**src/rtl/vram_write_scheduler_pkg.sv**
```systemverilog
// Shared constants, enums and the VRAM address decode helper for the write scheduler.
package gpu_vram_pkg;

   localparam logic [15:0] TILE_BASE  = 16'h0000;
   localparam logic [15:0] ATTR_BASE  = 16'h0800;
   localparam logic [15:0] COLOR_BASE = 16'h1800;

   localparam int TILE_AW  = 11;
   localparam int ATTR_AW  = 12;
   localparam int COLOR_AW = 4;

   typedef enum logic {IDLE = 1'b0, RUN = 1'b1} fill_state_e;
   typedef enum logic {BUS = 1'b0, FILL = 1'b1} grant_src_e;
   typedef enum logic [1:0] {TGT_TILE = 2'd0, TGT_ATTR = 2'd1, TGT_COLOR = 2'd2} target_e;

   typedef struct packed {
      logic [15:0] addr;
      logic [7:0]  data;
   } wr_entry_t;

   function automatic target_e decode_target(input logic [15:0] a);
      if (a < ATTR_BASE) begin
         return TGT_TILE;
      end else if (a < COLOR_BASE) begin
         return TGT_ATTR;
      end else begin
         return TGT_COLOR;
      end
   endfunction

endpackage

```
**src/rtl/vram_write_scheduler_if.sv**
```systemverilog
// CPU-side bus write handshake between the bus front end and the write scheduler.
interface vram_write_scheduler_if #(parameter int ADDR_W = 16);
   logic              bus_wr_valid;
   logic [ADDR_W-1:0] bus_wr_addr;
   logic [7:0]        bus_wr_data;
   logic              bus_wr_ready;

   modport master (output bus_wr_valid, output bus_wr_addr, output bus_wr_data, input bus_wr_ready);
   modport slave  (input bus_wr_valid, input bus_wr_addr, input bus_wr_data, output bus_wr_ready);
endinterface

```
**src/rtl/vram_write_scheduler_fifo.sv**
```systemverilog
// Synchronous bus-write FIFO holding {addr, data} entries; a push while full is dropped.
module vram_wr_fifo
   import gpu_vram_pkg::*;
#(
   parameter int DEPTH = 4
) (
   input  logic                   clk,
   input  logic                   rst,
   input  logic                   i_push,
   input  wr_entry_t              i_push_data,
   input  logic                   i_pop,
   output wr_entry_t              o_head,
   output logic [$clog2(DEPTH):0] o_count,
   output logic                   o_full,
   output logic                   o_empty
);
   localparam int PTR_W = $clog2(DEPTH);
   localparam int CNT_W = PTR_W + 1;

   wr_entry_t        r_mem [DEPTH];
   logic [PTR_W-1:0] r_wr_ptr;
   logic [PTR_W-1:0] r_rd_ptr;
   logic [CNT_W-1:0] r_count;
   logic             w_push_ok;
   logic             w_pop_ok;

   assign o_full    = (r_count == CNT_W'(DEPTH));
   assign o_empty   = (r_count == {CNT_W{1'b0}});
   assign o_count   = r_count;
   assign o_head    = r_mem[r_rd_ptr];
   assign w_push_ok = i_push && !o_full;
   assign w_pop_ok  = i_pop && !o_empty;

   // Entry storage needs no reset; only pointers and count define validity.
   always_ff @(posedge clk) begin
      if (w_push_ok) begin
         r_mem[r_wr_ptr] <= i_push_data;
      end
   end

   always_ff @(posedge clk) begin
      if (rst) begin
         r_wr_ptr <= {PTR_W{1'b0}};
         r_rd_ptr <= {PTR_W{1'b0}};
         r_count  <= {CNT_W{1'b0}};
      end else begin
         if (w_push_ok) begin
            r_wr_ptr <= r_wr_ptr + PTR_W'(1);
         end
         if (w_pop_ok) begin
            r_rd_ptr <= r_rd_ptr + PTR_W'(1);
         end
         case ({w_push_ok, w_pop_ok})
            2'b10:   r_count <= r_count + CNT_W'(1);
            2'b01:   r_count <= r_count - CNT_W'(1);
            default: r_count <= r_count;
         endcase
      end
   end

endmodule

```
**src/rtl/vram_write_scheduler.sv**
```systemverilog
// Arbitrates buffered bus writes against the fill engine onto the tile/attribute/color ports.
// Optional per-source write counters are enabled with VRAM_SCHED_STATS_EN.
module vram_write_scheduler
   import gpu_vram_pkg::*;
#(
   parameter int FIFO_DEPTH = 4,
   parameter int ADDR_W     = 16
) (
   input  logic                clk,
   input  logic                rst,
   vram_write_scheduler_if.slave bus,
   input  logic                fill_start,
   input  logic [ADDR_W-1:0]   fill_base,
   input  logic [15:0]         fill_len,
   input  logic [7:0]          fill_value,
   output logic                fill_busy,
   output logic                fill_done,
   output logic                tile_memory_write_enable,
   output logic [TILE_AW-1:0]  tile_memory_write_addr,
   output logic [7:0]          tile_memory_write_data,
   output logic                attribute_memory_write_enable,
   output logic [ATTR_AW-1:0]  attribute_memory_write_addr,
   output logic [7:0]          attribute_memory_write_data,
   output logic                color_memory_write_enable,
   output logic [COLOR_AW-1:0] color_memory_write_addr,
   output logic [7:0]          color_memory_write_data
`ifdef VRAM_SCHED_STATS_EN
   ,
   output logic [15:0]         bus_write_count,
   output logic [15:0]         fill_write_count
`endif
);
   localparam int CNT_W = $clog2(FIFO_DEPTH) + 1;

   logic             w_push;
   logic             w_fifo_full;
   logic             w_fifo_empty;
   logic [CNT_W-1:0] w_fifo_count;
   wr_entry_t        w_push_entry;
   wr_entry_t        w_fifo_head;

   fill_state_e      r_fill_state;
   fill_state_e      w_fill_state_nxt;
   logic [ADDR_W-1:0] r_fill_addr;
   logic [15:0]      r_fill_rem;
   logic [7:0]       r_fill_value;
   logic             r_fill_busy;
   logic             r_fill_done;
   logic             w_fill_done_nxt;
   logic             w_fill_last;

   grant_src_e       r_last_grant;
   logic             w_grant_bus;
   logic             w_grant_fill;
   logic             w_wr_valid;
   logic [15:0]      w_wr_addr;
   logic [7:0]       w_wr_data;
   logic [ATTR_AW-1:0] w_attr_off;

   logic               r_tile_we;
   logic [TILE_AW-1:0] r_tile_addr;
   logic [7:0]         r_tile_data;
   logic               r_attr_we;
   logic [ATTR_AW-1:0] r_attr_addr;
   logic [7:0]         r_attr_data;
   logic               r_color_we;
   logic [COLOR_AW-1:0] r_color_addr;
   logic [7:0]         r_color_data;

   assign w_push           = bus.bus_wr_valid && !w_fifo_full;
   assign bus.bus_wr_ready = (w_fifo_count < CNT_W'(FIFO_DEPTH));
   assign w_push_entry     = '{addr: bus.bus_wr_addr, data: bus.bus_wr_data};

   vram_wr_fifo #(.DEPTH(FIFO_DEPTH)) u_fifo (
      .clk         (clk),
      .rst         (rst),
      .i_push      (w_push),
      .i_push_data (w_push_entry),
      .i_pop       (w_grant_bus),
      .o_head      (w_fifo_head),
      .o_count     (w_fifo_count),
      .o_full      (w_fifo_full),
      .o_empty     (w_fifo_empty)
   );

   // Round-robin on ties: the source that did not win last time goes first.
   always_comb begin
      w_grant_bus  = 1'b0;
      w_grant_fill = 1'b0;
      if (!w_fifo_empty && (r_fill_state == RUN)) begin
         w_grant_bus  = (r_last_grant == FILL);
         w_grant_fill = (r_last_grant == BUS);
      end else begin
         w_grant_bus  = !w_fifo_empty;
         w_grant_fill = (r_fill_state == RUN);
      end
   end

   assign w_wr_valid  = w_grant_bus || w_grant_fill;
   assign w_wr_addr   = w_grant_fill ? 16'(r_fill_addr) : w_fifo_head.addr;
   assign w_wr_data   = w_grant_fill ? r_fill_value : w_fifo_head.data;
   assign w_fill_last = w_grant_fill && (r_fill_rem == 16'd1);
   assign w_attr_off  = w_wr_addr[ATTR_AW-1:0] - ATTR_BASE[ATTR_AW-1:0];

   always_ff @(posedge clk) begin
      if (rst) begin
         r_fill_state <= IDLE;
      end else begin
         r_fill_state <= w_fill_state_nxt;
      end
   end

   always_comb begin
      w_fill_state_nxt = r_fill_state;
      case (r_fill_state)
         IDLE: begin
            if (fill_start && (fill_len != 16'd0)) begin
               w_fill_state_nxt = RUN;
            end else begin
               w_fill_state_nxt = IDLE;
            end
         end
         RUN: begin
            if (w_fill_last) begin
               w_fill_state_nxt = IDLE;
            end else begin
               w_fill_state_nxt = RUN;
            end
         end
         default: w_fill_state_nxt = IDLE;
      endcase
   end

   always_comb begin
      w_fill_done_nxt = 1'b0;
      case (r_fill_state)
         IDLE:    w_fill_done_nxt = fill_start && (fill_len == 16'd0);
         RUN:     w_fill_done_nxt = w_fill_last;
         default: w_fill_done_nxt = 1'b0;
      endcase
   end

   // Fill datapath: latch parameters on an accepted start, advance on each fill grant.
   always_ff @(posedge clk) begin
      if (rst) begin
         r_fill_addr  <= {ADDR_W{1'b0}};
         r_fill_rem   <= 16'd0;
         r_fill_value <= 8'd0;
         r_fill_busy  <= 1'b0;
         r_fill_done  <= 1'b0;
      end else begin
         r_fill_busy <= (w_fill_state_nxt == RUN);
         r_fill_done <= w_fill_done_nxt;
         if ((r_fill_state == IDLE) && fill_start) begin
            r_fill_addr  <= fill_base;
            r_fill_rem   <= fill_len;
            r_fill_value <= fill_value;
         end else if (w_grant_fill) begin
            r_fill_addr <= r_fill_addr + ADDR_W'(1);
            r_fill_rem  <= r_fill_rem - 16'd1;
         end
      end
   end

   always_ff @(posedge clk) begin
      if (rst) begin
         r_last_grant <= FILL;
      end else if (w_grant_bus) begin
         r_last_grant <= BUS;
      end else if (w_grant_fill) begin
         r_last_grant <= FILL;
      end
   end

   // Registered decode; unselected ports keep their last address and data.
   always_ff @(posedge clk) begin
      if (rst) begin
         r_tile_we    <= 1'b0;
         r_tile_addr  <= {TILE_AW{1'b0}};
         r_tile_data  <= 8'd0;
         r_attr_we    <= 1'b0;
         r_attr_addr  <= {ATTR_AW{1'b0}};
         r_attr_data  <= 8'd0;
         r_color_we   <= 1'b0;
         r_color_addr <= {COLOR_AW{1'b0}};
         r_color_data <= 8'd0;
      end else begin
         r_tile_we  <= 1'b0;
         r_attr_we  <= 1'b0;
         r_color_we <= 1'b0;
         if (w_wr_valid) begin
            case (decode_target(w_wr_addr))
               TGT_TILE: begin
                  r_tile_we   <= 1'b1;
                  r_tile_addr <= w_wr_addr[TILE_AW-1:0];
                  r_tile_data <= w_wr_data;
               end
               TGT_ATTR: begin
                  r_attr_we   <= 1'b1;
                  r_attr_addr <= w_attr_off;
                  r_attr_data <= w_wr_data;
               end
               TGT_COLOR: begin
                  r_color_we   <= 1'b1;
                  r_color_addr <= w_wr_addr[COLOR_AW-1:0];
                  r_color_data <= w_wr_data;
               end
               default: begin
                  r_tile_we <= 1'b0;
               end
            endcase
         end
      end
   end

   assign fill_busy                     = r_fill_busy;
   assign fill_done                     = r_fill_done;
   assign tile_memory_write_enable      = r_tile_we;
   assign tile_memory_write_addr        = r_tile_addr;
   assign tile_memory_write_data        = r_tile_data;
   assign attribute_memory_write_enable = r_attr_we;
   assign attribute_memory_write_addr   = r_attr_addr;
   assign attribute_memory_write_data   = r_attr_data;
   assign color_memory_write_enable     = r_color_we;
   assign color_memory_write_addr       = r_color_addr;
   assign color_memory_write_data       = r_color_data;

`ifdef VRAM_SCHED_STATS_EN
   logic [15:0] r_bus_cnt;
   logic [15:0] r_fill_cnt;

   // Saturating per-source grant counters.
   always_ff @(posedge clk) begin
      if (rst) begin
         r_bus_cnt  <= 16'd0;
         r_fill_cnt <= 16'd0;
      end else begin
         if (w_grant_bus && (r_bus_cnt != 16'hFFFF)) begin
            r_bus_cnt <= r_bus_cnt + 16'd1;
         end
         if (w_grant_fill && (r_fill_cnt != 16'hFFFF)) begin
            r_fill_cnt <= r_fill_cnt + 16'd1;
         end
      end
   end

   assign bus_write_count  = r_bus_cnt;
   assign fill_write_count = r_fill_cnt;
`endif

endmodule

```
**src/flat_wrapper.sv**
```systemverilog
// flat-port wrapper written by rule: the top's interface ports become plain ports
module vram_write_scheduler_flat import gpu_vram_pkg::*;
#(
   parameter int FIFO_DEPTH = 4,
   parameter int ADDR_W     = 16
)
  (clk, rst, fill_start, fill_base, fill_len, fill_value, fill_busy, fill_done, tile_memory_write_enable, tile_memory_write_addr, tile_memory_write_data, attribute_memory_write_enable, attribute_memory_write_addr, attribute_memory_write_data, color_memory_write_enable, color_memory_write_addr, color_memory_write_data, bus_bus_wr_valid, bus_bus_wr_addr, bus_bus_wr_data, bus_bus_wr_ready);
  vram_write_scheduler_if #(.ADDR_W(ADDR_W)) bus_i ();
  input  logic clk;
  input  logic rst;
  input  logic fill_start;
  input  logic [ADDR_W-1:0] fill_base;
  input  logic [15:0] fill_len;
  input  logic [7:0] fill_value;
  output logic fill_busy;
  output logic fill_done;
  output logic tile_memory_write_enable;
  output logic [TILE_AW-1:0] tile_memory_write_addr;
  output logic [7:0] tile_memory_write_data;
  output logic attribute_memory_write_enable;
  output logic [ATTR_AW-1:0] attribute_memory_write_addr;
  output logic [7:0] attribute_memory_write_data;
  output logic color_memory_write_enable;
  output logic [COLOR_AW-1:0] color_memory_write_addr;
  output logic [7:0] color_memory_write_data;
  input wire logic [$bits(bus_i.bus_wr_valid)-1:0] bus_bus_wr_valid;
  input wire logic [$bits(bus_i.bus_wr_addr)-1:0] bus_bus_wr_addr;
  input wire logic [$bits(bus_i.bus_wr_data)-1:0] bus_bus_wr_data;
  output wire logic [$bits(bus_i.bus_wr_ready)-1:0] bus_bus_wr_ready;
  assign bus_i.bus_wr_valid = bus_bus_wr_valid;
  assign bus_i.bus_wr_addr = bus_bus_wr_addr;
  assign bus_i.bus_wr_data = bus_bus_wr_data;
  assign bus_bus_wr_ready = bus_i.bus_wr_ready;
  vram_write_scheduler #(.FIFO_DEPTH(FIFO_DEPTH), .ADDR_W(ADDR_W)) u_core (.clk(clk), .rst(rst), .bus(bus_i), .fill_start(fill_start), .fill_base(fill_base), .fill_len(fill_len), .fill_value(fill_value), .fill_busy(fill_busy), .fill_done(fill_done), .tile_memory_write_enable(tile_memory_write_enable), .tile_memory_write_addr(tile_memory_write_addr), .tile_memory_write_data(tile_memory_write_data), .attribute_memory_write_enable(attribute_memory_write_enable), .attribute_memory_write_addr(attribute_memory_write_addr), .attribute_memory_write_data(attribute_memory_write_data), .color_memory_write_enable(color_memory_write_enable), .color_memory_write_addr(color_memory_write_addr), .color_memory_write_data(color_memory_write_data));
endmodule
```
**config.mk**
```make
export PLATFORM = sky130hd
export DESIGN_NAME = vram_write_scheduler_flat
export DESIGN_NICKNAME = d
export VERILOG_FILES = /design/src/rtl/vram_write_scheduler_pkg.sv /design/src/rtl/vram_write_scheduler_if.sv /design/src/rtl/vram_write_scheduler_fifo.sv /design/src/rtl/vram_write_scheduler.sv /design/src/flat_wrapper.sv
export SDC_FILE = /design/constraint.sdc
export NUM_CORES = 1
export LEC_CHECK = 0
export CAP_MARGIN = 0
export CORE_MARGIN = 2
export CORE_UTILIZATION = 50
export DETAILED_ROUTE_END_ITERATION = 16
export MAX_ROUTING_LAYER = met4
export PLACE_DENSITY = 0.74
export SYNTH_ARGS = -nofsm -noshare
export SYNTH_HDL_FRONTEND = slang
export SYNTH_SLANG_ARGS = --single-unit
```
**constraint.sdc**
```tcl
create_clock -name clk -period 4.5 [get_ports clk]
set_input_delay 0.9 -clock clk [delete_from_list [all_inputs] [get_ports clk]]
set_output_delay 0.9 -clock clk [all_outputs]
set_load 0.01 [all_outputs]
```
==> summary by stage, run 1 <==
Synthesis
Yosys mapped a number of flops with a built-in enable equal to 96. The leading register cell type out of synthesis is sky130_fd_sc_hd__dfxtp_1. The share of synthesized area occupied by flip-flops and latches is 0.5821. When the netlist entered floorplanning its net count stood at 790. The netlist area before placement is about 8600 um^2.

The commonest cells after synthesis are sky130_fd_sc_hd__dfxtp_1 (106), sky130_fd_sc_hd__edfxtp_1 (96), sky130_fd_sc_hd__nand2_1 (78). The per-instance average area after synthesis is ~12 um^2. The number of synthesized register bits is 202. The count of synthesis-stage warnings from yosys is 0. Counting flops with an async set or reset pin after synthesis yields a share of 0.

Sorting the synthesized cells by area gives the leading types as sky130_fd_sc_hd__edfxtp_1 (34%), sky130_fd_sc_hd__dfxtp_1 (25%), sky130_fd_sc_hd__mux4_2 (5.5%). The cell accounting for the most synthesized area is sky130_fd_sc_hd__edfxtp_1. The proportion of netlist area held by the largest area contributor is 0.3353. The instance count of the mapped netlist is between 700 and 800. The number of distinct library cell variants in the gate-level netlist after synthesis is 58. The most used standard cell by instance count after synthesis is sky130_fd_sc_hd__dfxtp_1.

Clocking
The latest clock arrival within the worst-skew pair is 0.50 ns. The CTS root buffer is sky130_fd_sc_hd__clkbuf_16. Buffers inserted during clock tree synthesis total 21. No sink is reached through more buffers than the 3 on the longest clock path. The number of clock sinks is ~200. The total setup buffers inserted after CTS is 0. CTS built an H-tree with a depth of 1.

The number of hold buffers added after CTS is 0. After clock tree synthesis, the clock-pin slew on the worst setup and hold paths is 0.06 ns. The clock tree from TritonCTS is yes. The quantity of gates resized following cts is 0.

Timing
In the final timing run, aggregate negative setup slack is 0 ns. For the pin with the worst max-slew slack, the measured transition is 1.235 ns. For this run, the top clock speed supported by timing is 328.7 MHz. The clock arrives with between 0.01 and 0.015 ns of skew. In the finished design, the share of the clock period the worst path needs comes to 0.6761.

Setup repair after global routing left no endpoint under its margin. The setup-violating endpoint count in the final report is 0. The final number of max-transition violations is 0.

The worst path needs 3.042 ns of the cycle, external delays included. In this run the tightest slew margin relative to its limit is 0.1766. The number of endpoints with negative hold slack in the final report came to 0.

Run status
The flow ran to the end, and the final reports show no timing, DRC or antenna violations.

Route
The wire length per cell after detailed routing is 19.20 um. The total via count after detailed routing is 6040. The total wire length after detailed routing is about 20000 um. For this run, the detailed router's first-pass iteration total came to 5. Using the TritonRoute via totals, the vias-per-cell ratio works out to 5.687. After the first detailed-routing iteration, the DRC count stood at 478.

In the routed design, unresolved DRC markers number 0. The number of nets still failing antenna checks after routing is 0.

Worst setup path
The type of the worst setup path is flop to flop. The endpoint of the most critical register-to-register path is u_core.color_memory_write_addr[3]. STA classifies the critical path startpoint as a flop.

The critical-path maximum fanout is 43. The element type at the critical path end is a flop. The count of cells along the worst register-to-register path is 5. STA puts the critical path data arrival time at 3.41 ns. The setup check on the worst reg-to-reg path leaves a slack of 1.46 ns. The launching point of the worst reg2reg path is u_core.u_fifo.o_count[0]. Data on the critical path is required at its endpoint by 4.87 ns.

Place
The sum of net half-perimeters after detailed placement is between 10000 and 15000 um. The number of port buffers is 124. The congestion estimate from routability-driven global placement came to a little under 0.9. The placed instance count is around 1k.

Final layout
The layout cell share with drive strength beyond 1 is 0.1283. Compared with the post-synthesis result, the final layout area differs by 24.51%. The number of inserted filler cells in the final layout is 1287. The final instance count without filler cells is 1062. The net count of the finished layout is between 900 and 1k. The number of inserted diodes is 0.

Power
The power density over the cells is 545.2 nW/um^2. The analysis attributes to cell leakage a power of ~3.8 nW. IR analysis of the VDD net gives a maximum drop of 0.0003205 V.

Floorplan
After floorplanning, the core was divided into 47 placement rows. The number of top-level design ports is 125. The core box area is 16700 um^2. The area enclosed by the die boundary is roughly 18000 um^2. The starting density of the core is 0.5148.

The floorplan step set the die width to 135.1 um. The chip height is 135.1 um.

Hold path
The launch point of the worst hold path is u_core.r_fill_value[3]. The worst hold path terminates at u_core.r_fill_value[3]. The path class of the tightest hold or removal check is flop to flop. Counting instances, the worst hold path has a depth of 2.

Global route
Entering global routing, the biggest net connects 77 pins. The number of global-route vias before repair is 5993. Global routing finished with a remaining overflow of 0.

The number of antenna violations at the first check in global routing came to 0. The total routing usage reported by global routing is 0.2292. The first global-routing pass estimated 32100 um of wire.

Run
The total of max-cap violations is 0.
==> cell type report <==
class	instances	area [um^2]	share of cell area
clock buffer	27	558.0	0.05213
sequential	202	5005	0.4675
inverter	13	48.80	0.004558
tap	220	275.3	0.02571
clock inverter	10	152.6	0.01426
multi-input combinational	455	3344	0.3124
timing repair buffer	135	1321	0.1234
==> worst max-delay path by stage <==
| stage | startpoint | to | slack, ns | cells past startpoint |
|---|---|---|---|---|
| 2_1_floorplan | bus_bus_wr_valid | u_core.u_fifo.o_count[2] | 2.17 | 8 |
| 5_1_grt | u_core.u_fifo.o_count[0] | u_core.color_memory_write_addr[3] | 1.34 | 5 |
| 3_5_place_dp | bus_bus_wr_valid | u_core.u_fifo.r_mem[3][0] | 1.35 | 3 |
| 4_1_cts | u_core.u_fifo.o_count[0] | u_core.color_memory_write_addr[3] | 1.50 | 5 |
| 3_3_place_gp | bus_bus_wr_valid | u_core.u_fifo.r_mem[3][1] | 1.47 | 3 |
| 6_report | u_core.u_fifo.o_count[0] | u_core.color_memory_write_addr[3] | 1.46 | 5 |
==> state kept, by name, indices dropped and copies added, names as in the netlist, 2 cells and up, named ones only <==
signal / count
u_core.u_fifo.r_mem: 96
u_core.r_fill_addr: 16
u_core.r_fill_rem: 16
u_core.attribute_memory_write_addr: 12
u_core.tile_memory_write_addr: 11
u_core.attribute_memory_write_data: 8
u_core.color_memory_write_data: 8
u_core.r_fill_value: 8
u_core.tile_memory_write_data: 8
u_core.color_memory_write_addr: 4
u_core.u_fifo.o_count: 3
u_core.u_fifo.r_rd_ptr: 2
u_core.u_fifo.r_wr_ptr: 2
==> power breakdown <==
part           internal, mW  switching [mW]  leakage, nW  total (mW)
Clock                  1.10           0.681        0.348        1.79
Combinational         0.809           0.834         1.73        1.64
Sequential             2.21           0.198         1.75        2.41
Total                  4.12            1.71         3.83        5.84
==> metal layers <==
metal / share of wire / global-route usage / up-vias / routed length, um
li1: - / - / 2839 / -
met1: 0.43 / 0.3019 / 2956 / 8719
met2: 0.49 / 0.3799 / 218 / 10040
met3: 0.062 / 0.03292 / 27 / 1268
met4: 0.018 / 0.05440 / 0 / 363
met5: 0 / - / - / 0
==> cells in the final DEF, fill, tap and decap left out, types with 3 or more instances in the layout <==
cell	n
sky130_fd_sc_hd__buf_4	12
sky130_fd_sc_hd__o211ai_1	7
sky130_fd_sc_hd__a21oi_1	68
sky130_fd_sc_hd__nand2b_1	4
sky130_fd_sc_hd__a22oi_1	4
sky130_fd_sc_hd__nor3_1	13
sky130_fd_sc_hd__clkinv_2	5
sky130_fd_sc_hd__a221oi_1	5
sky130_fd_sc_hd__mux2_4	11
sky130_fd_sc_hd__and2_1	6
sky130_fd_sc_hd__nand3_1	12
sky130_fd_sc_hd__nand2_1	78
sky130_fd_sc_hd__dfxtp_1	106
sky130_fd_sc_hd__or4_1	4
sky130_fd_sc_hd__o31a_1	3
sky130_fd_sc_hd__mux2_2	23
sky130_fd_sc_hd__clkdlybuf4s50_1	123
sky130_fd_sc_hd__or3_1	4
sky130_fd_sc_hd__o311ai_0	3
sky130_fd_sc_hd__mux4_2	21
sky130_fd_sc_hd__clkbuf_1	5
sky130_fd_sc_hd__nor4_1	16
sky130_fd_sc_hd__nand4_1	5
sky130_fd_sc_hd__o21ai_0	11
sky130_fd_sc_hd__a31oi_1	5
sky130_fd_sc_hd__nor2_1	32
sky130_fd_sc_hd__clkbuf_16	21
sky130_fd_sc_hd__edfxtp_1	96
sky130_fd_sc_hd__a21o_1	4
sky130_fd_sc_hd__inv_1	13
sky130_fd_sc_hd__xnor2_1	3
sky130_fd_sc_hd__xor2_1	3
sky130_fd_sc_hd__bufinv_16	4
sky130_fd_sc_hd__ha_1	8
sky130_fd_sc_hd__nor2b_1	53
sky130_fd_sc_hd__mux2_1	20
==> stage by stage <==
step	worst slack [ns]	cell area [um^2]	power, mW	hold slack [ns]	utilization
5_1_grt	1.338	10710	6.099	0.4871	0.6410
6_report	1.458	10710	5.837	0.4706	0.6410
4_1_cts	1.503	10710	5.884	0.4687	0.6410
3_3_place_gp	1.468	9995	4.017	0.4474	0.5984
2_1_floorplan	2.167	8598	3.465	0.4366	-
3_5_place_dp	1.353	9995	4.076	0.4580	0.5984
==> worst max-delay path, cell delays in order, from the launching register on <==
cell,delay (ns)
sky130_fd_sc_hd__dfxtp_1,0.38
sky130_fd_sc_hd__o31ai_4,0.56
sky130_fd_sc_hd__nand2_4,0.43
sky130_fd_sc_hd__mux2_4,0.46
sky130_fd_sc_hd__a21oi_2,0.66
sky130_fd_sc_hd__mux2_2,0.42
==> cells by family after synthesis <==
kind of cell | share of synthesized area
simple gates | 0.1446
xor+xnor | 0.006113
compound gates | 0.09226
fa+ha+maj | 0.01397
mux | 0.1317
buf+inv | 0.02925
flops | 0.5821
No activity file was read; power rests on OpenSTA's default activity.
==> inputs of run 2 (changes only) <==
clock period = 2.9 ns   (was 4.5 ns; I/O delays follow)
==> run 2 against run 1 <==
Power rose by 60%. Sequential power rose by 54%. Maximum frequency rose by 21%. Wire length rose by 3.1%. Combinational power rose by 59%. Register-to-register slack got worse by 1.1 ns. Sequential cell count did not move. Final area rose by 1.4%. Clock skew barely moved. Worst setup slack got worse by 1.1 ns. Count of clock-buffer cells in the layout fell by 2. Sequential share of layout area fell by 0.64 points. Critical path type unchanged.
==> summary by stage, run 2 (synthesized netlist as in run 1, its figures left out) <==
Timing
The setup-violating endpoint count in the final report is 0 (unchanged). The transition time of the tightest slew-check pin is 0.8450 ns (-0.3901 ns). The maximum achievable frequency was 397.9 MHz (+21%). The final number of max-transition violations is 0 (unchanged). Setup repair after global routing left no endpoint under its margin.

The final cycle utilization of the critical path was 0.8667 (+0.1906). The largest clock skew in the final design is 0.01290 ns (-0.0003476 ns). The worst-case headroom to the max-slew limit is 0.4367 (+0.2601). The number of endpoints with negative hold slack in the final report is 0 (unchanged). The final critical delay including setup and external delays is 2.513 ns (-0.5290 ns). The setup total negative slack is 0 ns (unchanged).

Floorplan
The area enclosed by the die boundary is 18260 um^2 (unchanged). The core box area is 16700 um^2 (unchanged). The number of rows created at floorplan is 47 (unchanged).

The number of top-level design ports is 125 (unchanged). The width of the chip came to 135.1 um (unchanged). The chip height was 135.1 um (unchanged).

The starting density of the core is 0.5148 (unchanged).

Route
The total iterations of the first detailed-routing run is 5 (unchanged). The number of nets still failing antenna checks after routing is 0 (unchanged). The wire length per cell after detailed routing was 19.59 um (+2.0%).

The DRC violation total after the first TritonRoute iteration is 465 (-2.7%). The total wire length after detailed routing is 21020 um (+3.1%). The total via count after detailed routing came to 6179 (+2.3%). The routed via count divided by cell count is 5.759 (+1.3%). The number of remaining DRC errors came to 0 (unchanged).

Clocking
The number of clock sinks was 202 (unchanged). The number of hold buffers added after CTS came to 0 (unchanged). The quantity of gates resized following cts is 0 (unchanged). The clock tree from TritonCTS is yes.

The total clock buffers created by CTS is 22 (+4.8%). The latest clock arrival within the worst-skew pair is 0.50 ns (about the same). The depth of the CTS H-tree is 1 (unchanged). The total setup buffers inserted after CTS was 0 (unchanged). The CTS root buffer is sky130_fd_sc_hd__clkbuf_16. The maximum buffer depth of the clock tree is 3 (unchanged). The clock transition at the registers of the reported paths is 0.06 ns (about the same).

Worst setup path
The signal arrival time at the worst endpoint is 2.89 ns (-0.52 ns). The required time of the worst setup path is 3.28 ns (-1.59 ns). The element type at the critical path end is a flop. The critical-path maximum fanout is 20 (-53%). The worst-case register-to-register setup slack was 0.39 ns (-1.07 ns). The type of the worst setup path is flop to flop.

The startpoint kind of the worst setup timing path is a flop.

Power
The maximum vdd drop was 0.0006517 V (+100%). The total chip power is 9.319 mW (+60%). The static power due to leakage was 3.901 nW (+1.9%). The power density over the cells is 858.7 nW/um^2 (+57%).

Final layout
The total number of nets in the final design is 914 (+0.99%). Leaving out fill and tap cells, the most frequent cells in the layout are sky130_fd_sc_hd__clkdlybuf4s50_1 (123), sky130_fd_sc_hd__dfxtp_1 (106), sky130_fd_sc_hd__edfxtp_1 (96). The sequential cell area in the final layout is 5005 um^2 (unchanged). The commonest non-fill, non-tap cell in the layout is sky130_fd_sc_hd__clkdlybuf4s50_1. The largest registers in the layout are u_core.u_fifo.r_mem x96, u_core.r_fill_addr x16, u_core.r_fill_rem x16. Compared with the post-synthesis result, the final layout area differs by 26.22%. The area used by multi-input combinational logic was 3344 um^2 (unchanged). The core occupancy in the finished layout is 0.6498 (+0.008840). The number of inserted filler cells in the final layout came to 1253 (-2.6%). The top register by number of flip-flops is u_core.u_fifo.r_mem. The number of inserted diodes came to 0 (unchanged).

The layout cell share with drive strength beyond 1 is 0.1407 (+0.01241). The number of flip-flops under the largest register name came to 96 (unchanged).

Run status
The flow ran to the end, and the final reports show no timing, DRC or antenna violations.

Global route
The number of global-route vias before repair is 6257 (+4.4%). The wire length of the first global-routing pass came to 33520 um (+4.4%). The total routing usage reported by global routing was 0.2394 (+0.01023). The number of antenna violations at the first check in global routing is 0 (unchanged). The overflow left after global routing is 0 (unchanged).

The maximum number of pins on one net before global-route repair was 47 (-39%).

Place
The sum of net half-perimeters after detailed placement is 14000 um (+2.4%). The global placement routability congestion is 0.8729 (-0.50%). The number of port buffers is 124 (unchanged).

Run
The total of max-cap violations came to 0 (unchanged).

Hold path
The worst min-delay path category is flop to flop.
-- run 2: changes by cell type in the layout (fill, tap and decap cells not counted), sizes merged --
cell	previous run	this run
clkinv	5	7
clkbuf	27	25
buf	12	20
bufinv	4	5
clkinvlp	1	3
-- run 2: path summary, 6_finish.rpt --
| kind | from | to | cells past startpoint |
|---|---|---|---|
| worst min-delay path | u_core.r_fill_value[6] | u_core.r_fill_value[6] | 2 |
| worst max-delay path | u_core.u_fifo.o_count[0] | u_core.attribute_memory_write_addr[2] | 6 |
| worst max register to register | u_core.u_fifo.o_count[0] | u_core.attribute_memory_write_addr[2] | 6 |
| worst min register to register | u_core.r_fill_value[6] | u_core.r_fill_value[6] | 2 |
-- run 2: worst max-delay path, stage by stage (launching register included) --
cell and delay (ns):
sky130_fd_sc_hd__dfxtp_1 0.38, sky130_fd_sc_hd__o31ai_4 0.53, sky130_fd_sc_hd__nand3_1 0.27, sky130_fd_sc_hd__o31a_1 0.20
sky130_fd_sc_hd__nor4b_4 0.25, sky130_fd_sc_hd__buf_4 0.37, sky130_fd_sc_hd__mux2_1 0.37
-- run 2: power by group --
| group | switching [mW] | internal [mW] |
|---|---|---|
| Clock | 1.12 | 1.87 |
| Combinational | 1.32 | 1.29 |
| Sequential | 0.286 | 3.43 |
-- run 2: metal layers --
metal | global-route usage | routed length, um | up-vias
met5 | - | 0 | -
met4 | 0.05208 | 359 | 0
met3 | 0.03217 | 1114 | 27
met2 | 0.4013 | 10410 | 222
met1 | 0.3150 | 9138 | 3062
li1 | - | - | 2868
-- run 2: cell type report --
class,instances,area share
clock buffer,25,0.05269
clock inverter,15,0.01971
timing repair buffer,143,0.1284
inverter,13,0.004496
multi-input combinational,455,0.3082
tap,220,0.02536
sequential,202,0.4611
-- run 2: stage by stage --
stage          worst slack (ns)  hold WS [ns]  area (um^2)  cells
2_1_floorplan            0.7077        0.4366         8598    713
3_3_place_gp             0.4184        0.4507        10070   1033
3_5_place_dp             0.3030        0.4537        10070   1033
4_1_cts                  0.4075        0.4607        10850   1073
5_1_grt                  0.2540        0.4859        10850   1073
6_report                 0.3866        0.4626        10850   1073
